### config.mk
export PLATFORM = sky130hd
export DESIGN_NAME = spike_rate_decoder
export DESIGN_NICKNAME = d
export VERILOG_FILES = /design/src/rtl/spike_rate_decoder.sv
export SDC_FILE = /design/constraint.sdc
export NUM_CORES = 1
export LEC_CHECK = 0
export BUFFER_PORTS_ARGS = -buffer_cell sky130_fd_sc_hd__buf_2
export CAP_MARGIN = 10
export CORE_ASPECT_RATIO = 0.75
export CORE_MARGIN = 3
export CORE_UTILIZATION = 45
export CTS_BUF_LIST = sky130_fd_sc_hd__clkbuf_2 sky130_fd_sc_hd__clkbuf_4 sky130_fd_sc_hd__clkbuf_8
export CTS_CLUSTER_DIAMETER = 40
export DETAILED_ROUTE_END_ITERATION = 8
export PLACE_DENSITY = 0.64
export SLEW_MARGIN = 20
export SYNTH_ARGS = -nofsm -noshare
export SYNTH_HDL_FRONTEND = slang
export SYNTH_SLANG_ARGS = --single-unit
### constraint.sdc
create_clock -name clk -period 4.4 [get_ports clk]
set_input_delay 0.88 -clock clk [delete_from_list [all_inputs] [get_ports clk]]
set_output_delay 0.88 -clock clk [all_outputs]
set_load 0.005 [all_outputs]
### src/rtl/spike_rate_decoder.sv
// Spike-rate readout: counts spikes over a programmable window and hands the count off
// through valid/ready. It also reports each inter-spike interval as a one-cycle pulse.
module spike_rate_decoder #(
   parameter int unsigned CNT_W = 8
) (
   input  logic             clk,
   input  logic             rst_n,
   input  logic             spike,
   input  logic             enable,
   input  logic [CNT_W-1:0] window_len,
   output logic [CNT_W-1:0] rate,
   output logic             rate_valid,
   input  logic             rate_ready,
   output logic [CNT_W-1:0] isi,
   output logic             isi_valid,
   output logic             overrun
);

   typedef enum logic {IDLE = 1'b0, COUNT = 1'b1} state_t;

   localparam logic [CNT_W-1:0] MAX = '1;
   localparam logic [CNT_W-1:0] ONE = CNT_W'(1);

   state_t           r_state;
   logic [CNT_W-1:0] r_pos;
   logic [CNT_W-1:0] r_len;
   logic [CNT_W-1:0] r_cnt;
   logic [CNT_W-1:0] r_gap;
   logic             r_seen;
   logic [CNT_W-1:0] r_rate;
   logic             r_rate_valid;
   logic [CNT_W-1:0] r_isi;
   logic             r_isi_valid;
   logic             r_overrun;

   state_t           w_state_nx;
   logic [CNT_W-1:0] w_pos_nx;
   logic [CNT_W-1:0] w_len_nx;
   logic [CNT_W-1:0] w_cnt_nx;
   logic [CNT_W-1:0] w_gap_nx;
   logic             w_seen_nx;
   logic [CNT_W-1:0] w_rate_nx;
   logic             w_rate_valid_nx;
   logic [CNT_W-1:0] w_isi_nx;
   logic             w_isi_valid_nx;
   logic             w_overrun_nx;

   logic             w_first;
   logic [CNT_W-1:0] w_len;
   logic             w_last;
   logic [CNT_W-1:0] w_base;
   logic [CNT_W-1:0] w_sum;
   logic             w_xfer;
   logic [CNT_W-1:0] w_gap_inc;

   // A zero window length wraps len-1 to all ones, giving 2^CNT_W cycles.
   assign w_first   = (r_state == IDLE) || (r_pos == '0);
   assign w_len     = w_first ? window_len : r_len;
   assign w_last    = (r_pos == (w_len - ONE));
   assign w_base    = w_first ? '0 : r_cnt;
   assign w_sum     = (spike && (w_base != MAX)) ? (w_base + ONE) : w_base;
   assign w_xfer    = r_rate_valid && rate_ready;
   assign w_gap_inc = (r_gap != MAX) ? (r_gap + ONE) : r_gap;

   always_comb begin
      w_state_nx      = enable ? COUNT : IDLE;
      w_pos_nx        = r_pos;
      w_len_nx        = r_len;
      w_cnt_nx        = r_cnt;
      w_gap_nx        = r_gap;
      w_seen_nx       = r_seen;
      w_rate_nx       = r_rate;
      w_rate_valid_nx = r_rate_valid;
      w_isi_nx        = r_isi;
      w_isi_valid_nx  = 1'b0;
      w_overrun_nx    = r_overrun;

      if (w_xfer) begin
         w_rate_valid_nx = 1'b0;
      end

      if (!enable) begin
         w_pos_nx  = '0;
         w_cnt_nx  = '0;
         w_gap_nx  = '0;
         w_seen_nx = 1'b0;
      end else begin
         w_len_nx = w_len;
         if (w_last) begin
            w_pos_nx = '0;
            w_cnt_nx = '0;
            if (!r_rate_valid || w_xfer) begin
               w_rate_nx       = w_sum;
               w_rate_valid_nx = 1'b1;
            end else begin
               w_overrun_nx = 1'b1;
            end
         end else begin
            w_pos_nx = r_pos + ONE;
            w_cnt_nx = w_sum;
         end

         if (spike) begin
            if (r_seen) begin
               w_isi_nx       = w_gap_inc;
               w_isi_valid_nx = 1'b1;
            end
            w_seen_nx = 1'b1;
            w_gap_nx  = '0;
         end else begin
            w_gap_nx = w_gap_inc;
         end
      end
   end

   always_ff @(posedge clk or negedge rst_n) begin
      if (!rst_n) begin
         r_state      <= IDLE;
         r_pos        <= '0;
         r_len        <= '0;
         r_cnt        <= '0;
         r_gap        <= '0;
         r_seen       <= 1'b0;
         r_rate       <= '0;
         r_rate_valid <= 1'b0;
         r_isi        <= '0;
         r_isi_valid  <= 1'b0;
         r_overrun    <= 1'b0;
      end else begin
         r_state      <= w_state_nx;
         r_pos        <= w_pos_nx;
         r_len        <= w_len_nx;
         r_cnt        <= w_cnt_nx;
         r_gap        <= w_gap_nx;
         r_seen       <= w_seen_nx;
         r_rate       <= w_rate_nx;
         r_rate_valid <= w_rate_valid_nx;
         r_isi        <= w_isi_nx;
         r_isi_valid  <= w_isi_valid_nx;
         r_overrun    <= w_overrun_nx;
      end
   end

   assign rate       = r_rate;
   assign rate_valid = r_rate_valid;
   assign isi        = r_isi;
   assign isi_valid  = r_isi_valid;
   assign overrun    = r_overrun;

endmodule

# Word-level counts from Yosys, hierarchy flattened
# Cells that the tools add are included.
[totals]
ff_bits = 53
elab_cells = 50
inputBits = 13
[classes]
n_addsub = 4
bitwise_logic = 2
n_reduce_logical = 9
n_eq_ne = 4
mux = 20
[op_table]
columns = ["cell", "count"]
rows = [
  ["$mux 8", 10],
  ["$add 8x1->8 const B", 3],
  ["$ne 8x8->1 const B", 2],
  ["$mux 1", 10],
  ["$reduce_and 3->1", 3],
  ["$eq 8x8->1", 1],
  ["$logic_not 8->1", 1],
  ["$sub 8x1->8 const B", 1],
  ["$logic_and 1x1->1", 2],
  ["$logic_or 1x1->1", 2],
  ["$ne 2x2->1 const B", 1],
  ["$not 1->1", 2],
  ["$logic_not 1->1", 1],
]

# Depth between registers and ports, before layout
# Gate-level depths: netlist of run 1.
[logic_depth]
depth_word = 8
depth_mapped = 15

# Worst setup path after synthesis of run 1
# No wires, ideal clock.
[synth_path]
kind = "register to register"
from = "register r_pos[0]"
to = "register r_rate[3] (netlist: rate[3])"
arrival_ns = 3.388
path_buffers = 1
stages_incl_launch_ff = 14
path_slack_ns = 0.888
required_ns = 4.275
setup_ns = 0.125
cell_sequence = "dfrtp_1 -> inv_1 -> ha_1 -> nor3b_1 -> a21oi_1 -> buf_2 -> mux2i_1 -> ha_1 -> nor3b_1 -> mux2i_1 -> xor2_1 -> o311ai_2 -> nor4b_4 -> mux2_2"
[synth_via]
elab_chain_cells = 6
word_cells_on_any_way = 11
cone_classes = "add/sub (2); eq/ne (2); mux (3); reduce/logical (4)"
[synth_rtl]
columns = ["item", "line", "text"]
rows = [
  ["from (decl)", "25", "logic [CNT_W-1:0] r_pos;"],
  ["from (signal assigned)", "131", "r_pos <= w_pos_nx;"],
  ["$logic_not 8->1", "57", "assign w_first = (r_state == IDLE) || (r_pos == '0);"],
  ["$logic_or 1x1->1", "57", ""],
  ["$mux 8, on equally long branches", "58, 60", ""],
  ["$sub 8x1->8 or $ne 8x8->1 (tied branches)", "59, 61", ""],
  ["$eq 8x8->1 or $logic_and 1x1->1 (tied branches)", "59, 61", ""],
  ["$reduce_and 3->1 (no source line) or $mux 8 (tied branches)", "-", ""],
  ["to (signal assigned)", "136", "r_rate <= w_rate_nx;"],
  ["to (decl)", "30", "logic [CNT_W-1:0] r_rate;"],
]
# Several ways; a longest one is shown, not always the timed one.
# A chain may end at the register's enable or synchronous reset.

# Final worst setup path of run 1
# Same ends and word-level chain as after synthesis.

==> results of run 1 <==
-- cells by family after synthesis --
group	synth area share, %
adders and majority gates	2.17
xor gates and xnor gates	9.39
muxes	10.2
DFF	46.1
AOI/OAI and AO/OA	8.39
buffers and inverters	3.78
and+or+nand+nor	20.0
-- metal layers --
| layer | wire length [um] | global-route usage, % |
|---|---|---|
| met5 | 0 | 0 |
| met4 | 58 | 3.94 |
| met2 | 2370 | 24.8 |
| met3 | 358 | 3.43 |
| met1 | 3110 | 26.6 |
-- stage by stage --
step	cell area [sq um]	worst slack, ns	util [%]
2_1_floorplan	2880	0.888	-
3_3_place_gp	3100	0.740	51.6
3_5_place_dp	3100	0.577	51.6
4_1_cts	3190	0.550	53.1
5_1_grt	3190	0.237	53.1
6_report	3190	0.550	53.1
-- cell usage after synthesis, drive strengths merged, types with 4 or more instances --
library cell  instances
mux2i                17
inv                  12
buf                   6
dfrtp                53
nor2                 30
nor2b                 4
o21ai                14
a211oi                4
nor3b                 4
ha                    5
mux2                 11
nor3                  8
nand3                13
and3                  5
nand4                 6
xnor2                10
clkbuf                7
nand2                21
nor4                  5
a21oi                 8
xor2                 20
-- critical path: cells and delay by family, from the launching register on --
family	cells	cell delay, ns
simple gates	3	1.06
mux	3	0.86
fa+ha+maj	2	0.55
flops	1	0.46
compound gates	2	0.34
buf+inv	2	0.29
xor+xnor	1	0.17
-- power by group through the flow --
stage | clock (W) | sequential, W | combinational (W)
after detailed placement | 0 | 0.000560 | 0.000186
after CTS | 0.000293 | 0.000550 | 0.000188
final | 0.000285 | 0.000552 | 0.000185
after floorplan | 0 | 0.000549 | 0.000134
after global routing | 0.000310 | 0.000557 | 0.000208
after global placement | 0 | 0.000559 | 0.000184
-- layout make-up --
type | count | share of cell area (%)
sequential | 53 | 41.6
inverter | 12 | 1.41
clock buffer | 6 | 2.39
clock inverter | 2 | 0.471
tap | 78 | 3.06
timing repair buffer | 35 | 5.81
multi-input combinational | 208 | 45.3
-- sequential cells by signal, indices dropped and copies added (netlist names), 8 cells and up --
name / flops
r_cnt: 8
r_len: 8
rate: 8
r_gap: 8
r_pos: 8
isi: 8
-- how the worst max path moves through the flow --
stage / start / end / slack (ns)
5_1_grt: r_pos[0]$_DFF_PN0_ / rate[7]$_DFFE_PN0P_ / 0.24
4_1_cts: r_pos[0]$_DFF_PN0_ / rate[3]$_DFFE_PN0P_ / 0.55
3_3_place_gp: r_pos[0]$_DFF_PN0_ / rate[4]$_DFFE_PN0P_ / 0.74
3_5_place_dp: r_pos[0]$_DFF_PN0_ / rate[6]$_DFFE_PN0P_ / 0.58
6_report: r_pos[0]$_DFF_PN0_ / rate[3]$_DFFE_PN0P_ / 0.55
2_1_floorplan: r_pos[0]$_DFF_PN0_ / rate[3]$_DFFE_PN0P_ / 0.89
==> impl_metrics.env, run 1 <==
export IMPL_worst_pin_slew_ns=0.677
export IMPL_die_x_um=98.3
export IMPL_tns_ns=0
export IMPL_crit_reg2reg_launch="r_pos[0]$_DFF_PN0_"
export IMPL_cp_slowest_cell="nor4b_4"
export IMPL_fp_coreArea_sq_um=6010
export IMPL_min_to="isi[1]$_DFFE_PN0P_"
export IMPL_synth_seq_area_share_pct=46.1
export IMPL_final_common_cell="dfrtp_1"
export IMPL_max_clock_freq_mhz=260
export IMPL_drcViolationCount=0
export IMPL_antenna_found_initial=0
export IMPL_cts_sinks=53
export IMPL_ys_async_sr_fraction_pct=100
export IMPL_grt_pass1_vias=2080
export IMPL_pwr_density_cell_nw_per_um2=320
export IMPL_clock_latency_ns=0.31
export IMPL_cts_setup_buffers=0
export IMPL_fp_dieH_um=75.3
export IMPL_p_seq_share_pct=54.0
export IMPL_antenna_cells=0
export IMPL_grt_pass1_wl_um=10300
export IMPL_clock_skew_final_ns=0.0110
export IMPL_synth_top_area_share_pct=46.1
export IMPL_final_layout_size_suffix_gt1_share_pct=19.9
export IMPL_h_tree_depth=2
export IMPL_finalSetupViolations=0
export IMPL_post_place_cells=386
export IMPL_place_congestion=0.859
export IMPL_crit_path_end_kind="register"
export IMPL_cts_buffers=5
export IMPL_timing_hold_ws_ns=0.485
export IMPL_hold_path_class="reg -> reg"
export IMPL_leakagePower_nw=1.47
export IMPL_drt_pass1_iterations=4
export IMPL_grt_util_all_layers_pct=17.2
export IMPL_p_clk_share_pct=27.9
export IMPL_gr_total_overflow=0
export IMPL_initial_core_util_pct=47.9
export IMPL_reg2reg_to="rate[3]$_DFFE_PN0P_"
export IMPL_fill_cells=555
export IMPL_hold_viol=0
export IMPL_final_cell_mix="dfrtp_1 (53), buf_2 (31), nor2_1 (30), nand2_1 (21), xor2_1 (20)"
export IMPL_finalCriticalPeriod_ns=3.85
export IMPL_area_growth_pct=10.8
export IMPL_final_cells=394
export IMPL_crit_required_ns=4.59
export IMPL_io_pins=32
export IMPL_combPwrFrac_pct=18.1
export IMPL_dpl_hpwl_um=4250
export IMPL_multi_input_area_sq_um=1440
export IMPL_syn_nets=304
export IMPL_nNetsFinal=333
export IMPL_min_from="isi[1]$_DFFE_PN0P_"
export IMPL_ff2ff_path_depth=13
export IMPL_critPathLaunchType="register"
export IMPL_synth_edf_count=0
export IMPL_cts_resized=0
export IMPL_synthFlopType="dfrtp_1"
export IMPL_postCtsHoldBufs=0
export IMPL_wl_um=5900
export IMPL_ir_worst_vdd_mv=0.208
export IMPL_vias_per_cell=5.40
export IMPL_ff_latch_area_sq_um=1330
export IMPL_p_int_w=0.000719
export IMPL_rsz0062_at_grt="no"
export IMPL_finalCritPeriodShare_pct=87.5
export IMPL_cts_root_buf="clkbuf_8"
export IMPL_crit_chain="inv_1, ha_1, nor3b_1, a21oi_1, buf_4, mux2i_1, ha_1, nor3b_1, mux2i_1, xor2_1, o311ai_2, nor4b_4, mux2_2"
export IMPL_worstSetupPathType="reg -> reg"
export IMPL_slew_violations=0
export IMPL_power_w=0.00102
export IMPL_drv_cap=0
export IMPL_outcome="finished clean"
export IMPL_p_switching_w=0.000302
export IMPL_die_area_sq_um=7400
export IMPL_p_sw_share_pct=29.5
export IMPL_syn_cell_area_sq_um=2880
export IMPL_yosys_warnings=0
export IMPL_slew_headroom_pct=54.3
export IMPL_vias=2127
export IMPL_clockBufferDepth=2
export IMPL_synthCells=286
export IMPL_grt_max_degree=54
export IMPL_cts_tree="built"
export IMPL_synth_area_leaders="dfrtp_1 (46%), xor2_1 (6.1%), mux2i_1 (5.9%)"
export IMPL_clkTransAtPathRegs_ns=0.10
export IMPL_drtIter0Drc=149
export IMPL_path_max_fanout=12
export IMPL_io_buffer_count=31
export IMPL_min_path_cells=2
export IMPL_num_rows=24
export IMPL_synth_distinct_cells=45
export IMPL_postRouteAntennaNets=0
export IMPL_wire_per_inst_um=15.0
export IMPL_ys_ff_latch=53
export IMPL_cp_arrival_ns=4.05
export IMPL_rrSetupSlack_ns=0.55
export IMPL_yosysTopAreaCell="dfrtp_1"
export IMPL_postSynthAreaPerCell_sq_um=10.1
export IMPL_critical_path_max_stage_delay_ns=0.67
Power figures use the tool's default switching activity.
==> run 2: changes to the inputs <==
CORE_UTILIZATION = 35   (was 45)
PLACE_DENSITY = 0.52   (was 0.64)
==> impl_metrics.env, run 2 (synthesis results as in run 1) <==
export IMPL_outcome="finished clean"
export IMPL_dpl_hpwl_um=4480
export IMPL_final_cells=419
export IMPL_initial_core_util_pct=37.5
export IMPL_place_congestion=0.849
export IMPL_pwr_density_cell_nw_per_um2=333
export IMPL_die_x_um=111
export IMPL_gr_total_overflow=0
export IMPL_worst_pin_slew_ns=0.672
export IMPL_worstSetupPathType="reg -> reg"
export IMPL_grt_max_degree=44
export IMPL_clock_skew_final_ns=0.00855
export IMPL_hold_path_class="reg -> reg"
export IMPL_clock_latency_ns=0.30
export IMPL_drcViolationCount=0
export IMPL_wire_per_inst_um=14.6
export IMPL_cts_setup_buffers=0
export IMPL_area_growth_pct=13.4
export IMPL_clockBufferDepth=2
export IMPL_critPathLaunchType="register"
export IMPL_drt_pass1_iterations=4
export IMPL_cts_buffers=5
export IMPL_crit_required_ns=4.60
export IMPL_cts_sinks=53
export IMPL_antenna_cells=0
export IMPL_io_pins=32
export IMPL_nNetsFinal=335
export IMPL_hold_viol=0
export IMPL_io_buffer_count=31
export IMPL_vias_per_cell=5.04
export IMPL_slew_violations=0
export IMPL_postCtsHoldBufs=0
export IMPL_h_tree_depth=2
export IMPL_met1_length_um=3360
export IMPL_path_max_fanout=8
export IMPL_postRouteAntennaNets=0
export IMPL_die_area_sq_um=9360
export IMPL_cp_arrival_ns=4.01
export IMPL_cts_resized=0
export IMPL_clkTransAtPathRegs_ns=0.10
export IMPL_crit_path_end_kind="register"
export IMPL_final_common_cell="dfrtp_1"
export IMPL_slew_headroom_pct=55.0
export IMPL_num_rows=27
export IMPL_antenna_found_initial=0
export IMPL_timing_hold_ws_ns=0.485
export IMPL_fp_dieH_um=84.5
export IMPL_drv_cap=0
export IMPL_finalSetupViolations=0
export IMPL_ir_worst_vdd_mv=0.148
export IMPL_cts_root_buf="clkbuf_8"
export IMPL_vias=2112
export IMPL_grt_pass1_wl_um=10500
export IMPL_fin_util_pct=42.6
export IMPL_fill_cells=745
export IMPL_finalCritPeriodShare_pct=86.7
export IMPL_drtIter0Drc=85
export IMPL_tns_ns=0
export IMPL_cts_tree="built"
export IMPL_grt_util_all_layers_pct=13.9
export IMPL_power_w=0.00109
export IMPL_grt_pass1_vias=2070
export IMPL_rsz0062_at_grt="no"
export IMPL_fp_coreArea_sq_um=7670
export IMPL_final_cell_mix="dfrtp_1 (53), nor2_1 (30), buf_2 (30), nand2_1 (21), xor2_1 (20)"
export IMPL_final_layout_size_suffix_gt1_share_pct=20.4
export IMPL_finalCriticalPeriod_ns=3.81
export IMPL_post_place_cells=411
export IMPL_top_layer="met4"
export IMPL_wl_met3_um=179
export IMPL_max_clock_freq_mhz=262
export IMPL_leakagePower_nw=1.51
export IMPL_wl_um=6120
export IMPL_dr_wl_met2_um=2560
-- run 2: worst paths after layout --
kind | from | end | slack, ns | cells after the start
hold reg to reg | isi[3]$_DFFE_PN0P_ | isi[3]$_DFFE_PN0P_ | 0.48 | 2
hold / removal | isi[3]$_DFFE_PN0P_ | isi[3]$_DFFE_PN0P_ | 0.48 | 2
max in group asynchronous | rst_n | r_gap[4]$_DFF_PN0_ | 3.27 | 2
setup reg to reg | r_pos[0]$_DFF_PN0_ | rate[4]$_DFFE_PN0P_ | 0.59 | 13
setup / recovery | r_pos[0]$_DFF_PN0_ | rate[4]$_DFFE_PN0P_ | 0.59 | 13
min in group asynchronous | rst_n | rate[2]$_DFFE_PN0P_ | 0.56 | 1
-- run 2: final cells by class --
class / count / area, sq um / area share [%]
sequential: 53 / 1330 / 40.6
clock inverter: 1 / 30.0 / 0.920
clock buffer: 7 / 90.1 / 2.76
multi-input combinational: 208 / 1440 / 44.2
tap: 101 / 126 / 3.87
timing repair buffer: 37 / 203 / 6.21
inverter: 12 / 45.0 / 1.38
-- run 2: worst max-delay path: stages (launching register included) --
cell	delay, ns
dfrtp_1	0.46
inv_1	0.07
ha_1	0.23
nor3b_1	0.16
a21oi_1	0.16
buf_4	0.17
mux2i_1	0.32
ha_1	0.33
nor3b_1	0.24
mux2i_1	0.12
xor2_1	0.17
o311ai_2	0.20
nor4b_4	0.68
mux2_2	0.41
-- run 2: layer usage --
| layer | vias up | GRT usage (%) |
|---|---|---|
| met4 | 0 | 3.13 |
| met5 | - | 0 |
| met3 | 2 | 3.75 |
| met1 | 1034 | 20.9 |
| met2 | 23 | 19.7 |
| li1 | 1053 | - |
-- run 2: report_power, final --
part	switching, W	internal, W	leakage (nW)
registers	0.0000304	0.000518	0.696
clock network	0.000158	0.000192	0.0619
logic	0.000104	0.0000843	0.749
total	0.000293	0.000794	1.51
-- run 2: through the flow --
| step | setup WS (ns) | area (sq um) |
|---|---|---|
| finish | 0.585 | 3260 |
| global route | 0.155 | 3260 |
| CTS | 0.527 | 3260 |
| detailed placement | 0.553 | 3140 |
| global placement | 0.729 | 3140 |
| floorplan | 0.888 | 2880 |
==> run 3: changes to the inputs <==
==> constraint.sdc (replaced) <==
create_clock -name clk -period 4.4 [get_ports clk]
set_input_delay 1.1 -clock clk [delete_from_list [all_inputs] [get_ports clk]]
set_output_delay 1.1 -clock clk [all_outputs]
set_load 0.005 [all_outputs]
==> impl_metrics.env, run 3 (synthesis results as in run 1) <==
export IMPL_outcome="finished clean"
export IMPL_io_pins=32
export IMPL_slew_violations=0
export IMPL_grtUsageMet2_pct=19.3
export IMPL_hold_viol=0
export IMPL_io_buffer_count=31
export IMPL_critPathBufInv=2
export IMPL_tns_ns=0
export IMPL_cts_resized=0
export IMPL_grt_use_met3_pct=3.53
export IMPL_finalSetupViolations=0
export IMPL_rsz0062_at_grt="no"
export IMPL_grt_pass1_vias=2110
export IMPL_crit_reg2reg_launch="r_pos[0]$_DFF_PN0_"
export IMPL_fp_coreArea_sq_um=7670
export IMPL_drcViolationCount=0
export IMPL_cts_setup_buffers=0
export IMPL_cp_slowest_cell="nor4b_4"
export IMPL_clkTransAtPathRegs_ns=0.10
export IMPL_drtIter0Drc=76
export IMPL_dpl_hpwl_um=4490
export IMPL_path_delay_family="simple AND/OR/NAND/NOR gates"
export IMPL_postCtsHoldBufs=0
export IMPL_num_rows=27
export IMPL_cp_arrival_ns=3.97
export IMPL_initial_core_util_pct=37.5
export IMPL_leakagePower_nw=1.51
export IMPL_grt_max_degree=44
export IMPL_final_cell_mix="dfrtp_1 (53), nor2_1 (30), buf_2 (30), nand2_1 (21), xor2_1 (20)"
export IMPL_clockBufferDepth=2
export IMPL_crit_start="r_pos[0]$_DFF_PN0_"
export IMPL_final_common_cell="dfrtp_1"
export IMPL_antenna_cells=0
export IMPL_pwr_density_cell_nw_per_um2=335
export IMPL_critPathLaunchType="register"
export IMPL_finalCriticalPeriod_ns=3.77
export IMPL_die_area_sq_um=9360
export IMPL_gr_total_overflow=0
export IMPL_clock_skew_final_ns=0.00894
export IMPL_grt_util_all_layers_pct=14.3
export IMPL_timing_hold_ws_ns=0.483
export IMPL_critical_path_max_stage_delay_ns=0.65
export IMPL_path_max_fanout=8
export IMPL_crit_end="rate[5]$_DFFE_PN0P_"
export IMPL_vias_per_cell=5.01
export IMPL_max_clock_freq_mhz=265
export IMPL_final_layout_size_suffix_gt1_share_pct=20.4
export IMPL_wire_per_inst_um=14.8
export IMPL_postRouteAntennaNets=0
export IMPL_use_met1_pct=22.4
export IMPL_cp_num_cells=13
export IMPL_ir_worst_vdd_mv=0.171
export IMPL_place_congestion=0.880
export IMPL_cts_tree="built"
export IMPL_top_usage_layer="met1"
export IMPL_clock_latency_ns=0.31
export IMPL_h_tree_depth=2
export IMPL_crit_path_end_kind="register"
export IMPL_post_place_ws_ns=0.585
export IMPL_crit_required_ns=4.60
export IMPL_wl_um=6210
export IMPL_worstSetupPathType="reg -> reg"
export IMPL_drt_pass1_iterations=4
export IMPL_rrSetupSlack_ns=0.63
export IMPL_hold_path_class="reg -> reg"
export IMPL_fill_cells=732
export IMPL_cts_root_buf="clkbuf_8"
export IMPL_area_growth_pct=13.4
export IMPL_finalCritPeriodShare_pct=85.7
export IMPL_slew_headroom_pct=57.4
export IMPL_grt_pass1_wl_um=10800
export IMPL_crit_chain="inv_1, ha_1, nor3b_1, a21oi_1, buf_4, mux2i_1, ha_1, nor3b_1, mux2i_1, xor2_1, o311ai_2, nor4b_4, mux2_2"
export IMPL_drv_cap=0
export IMPL_die_x_um=111
export IMPL_setup_slack_ns=0.629
export IMPL_antenna_found_initial=0
export IMPL_nNetsFinal=335
export IMPL_ff2ff_path_depth=13
export IMPL_worst_pin_slew_ns=0.631
export IMPL_fp_dieH_um=84.5
export IMPL_vias=2101
export IMPL_cts_sinks=53
export IMPL_reg2reg_to="rate[5]$_DFFE_PN0P_"
export IMPL_cts_buffers=5
run 3: where the power goes:
part / internal, W / switching, W / total (W)
Sequential: 0.000518 / 0.0000315 / 0.000550
Clock: 0.000192 / 0.000161 / 0.000353
Combinational: 0.0000844 / 0.000105 / 0.000189
Total: 0.000795 / 0.000297 / 0.00109
run 3: routing by layer:
| metal | up-vias | wire length (um) |
|---|---|---|
| met5 | - | 0 |
| met4 | 0 | 62 |
| met3 | 7 | 273 |
| met2 | 39 | 2470 |
| met1 | 1000 | 3400 |
| li1 | 1055 | - |
run 3: worst min path at each step:
stage	start	end	slack (ns)	cells past startpoint
floorplan	r_seen$_DFFE_PN0P_	r_seen$_DFFE_PN0P_	0.45	1
global placement	isi[3]$_DFFE_PN0P_	isi[3]$_DFFE_PN0P_	0.46	2
detailed placement	isi[3]$_DFFE_PN0P_	isi[3]$_DFFE_PN0P_	0.47	2
CTS	isi[3]$_DFFE_PN0P_	isi[3]$_DFFE_PN0P_	0.49	2
global route	isi[6]$_DFFE_PN0P_	isi[6]$_DFFE_PN0P_	0.52	2
finish	isi[3]$_DFFE_PN0P_	isi[3]$_DFFE_PN0P_	0.48	2
run 3: worst reg2reg max path, cell delays in order, from the launching register on:
cell and delay [ns]:
dfrtp_1 0.46, inv_1 0.07, ha_1 0.24, nor3b_1 0.16
a21oi_1 0.16, buf_4 0.17, mux2i_1 0.32, ha_1 0.33
nor3b_1 0.22, mux2i_1 0.11, xor2_1 0.17, o311ai_2 0.20
nor4b_4 0.66, mux2_2 0.41
run 3: layout make-up:
cell class / count / area (sq um) / share of cell area [%]
multi-input combinational: 208 / 1440 / 44.2
sequential: 53 / 1330 / 40.6
clock buffer: 7 / 90.1 / 2.76
timing repair buffer: 37 / 203 / 6.21
clock inverter: 1 / 30.0 / 0.920
inverter: 12 / 45.0 / 1.38
tap: 101 / 126 / 3.87
run 3: through the flow:
| step | total power (W) | std cells | utilization, % | instance area (sq um) |
|---|---|---|---|---|
| 3_3_place_gp | 0.000749 | 411 | 41.0 | 3140 |
| 5_1_grt | 0.00116 | 419 | 42.6 | 3260 |
| 2_1_floorplan | 0.000683 | 286 | - | 2880 |
| 3_5_place_dp | 0.000750 | 411 | 41.0 | 3140 |
| 4_1_cts | 0.00111 | 419 | 42.5 | 3260 |
| 6_report | 0.00109 | 419 | 42.6 | 3260 |
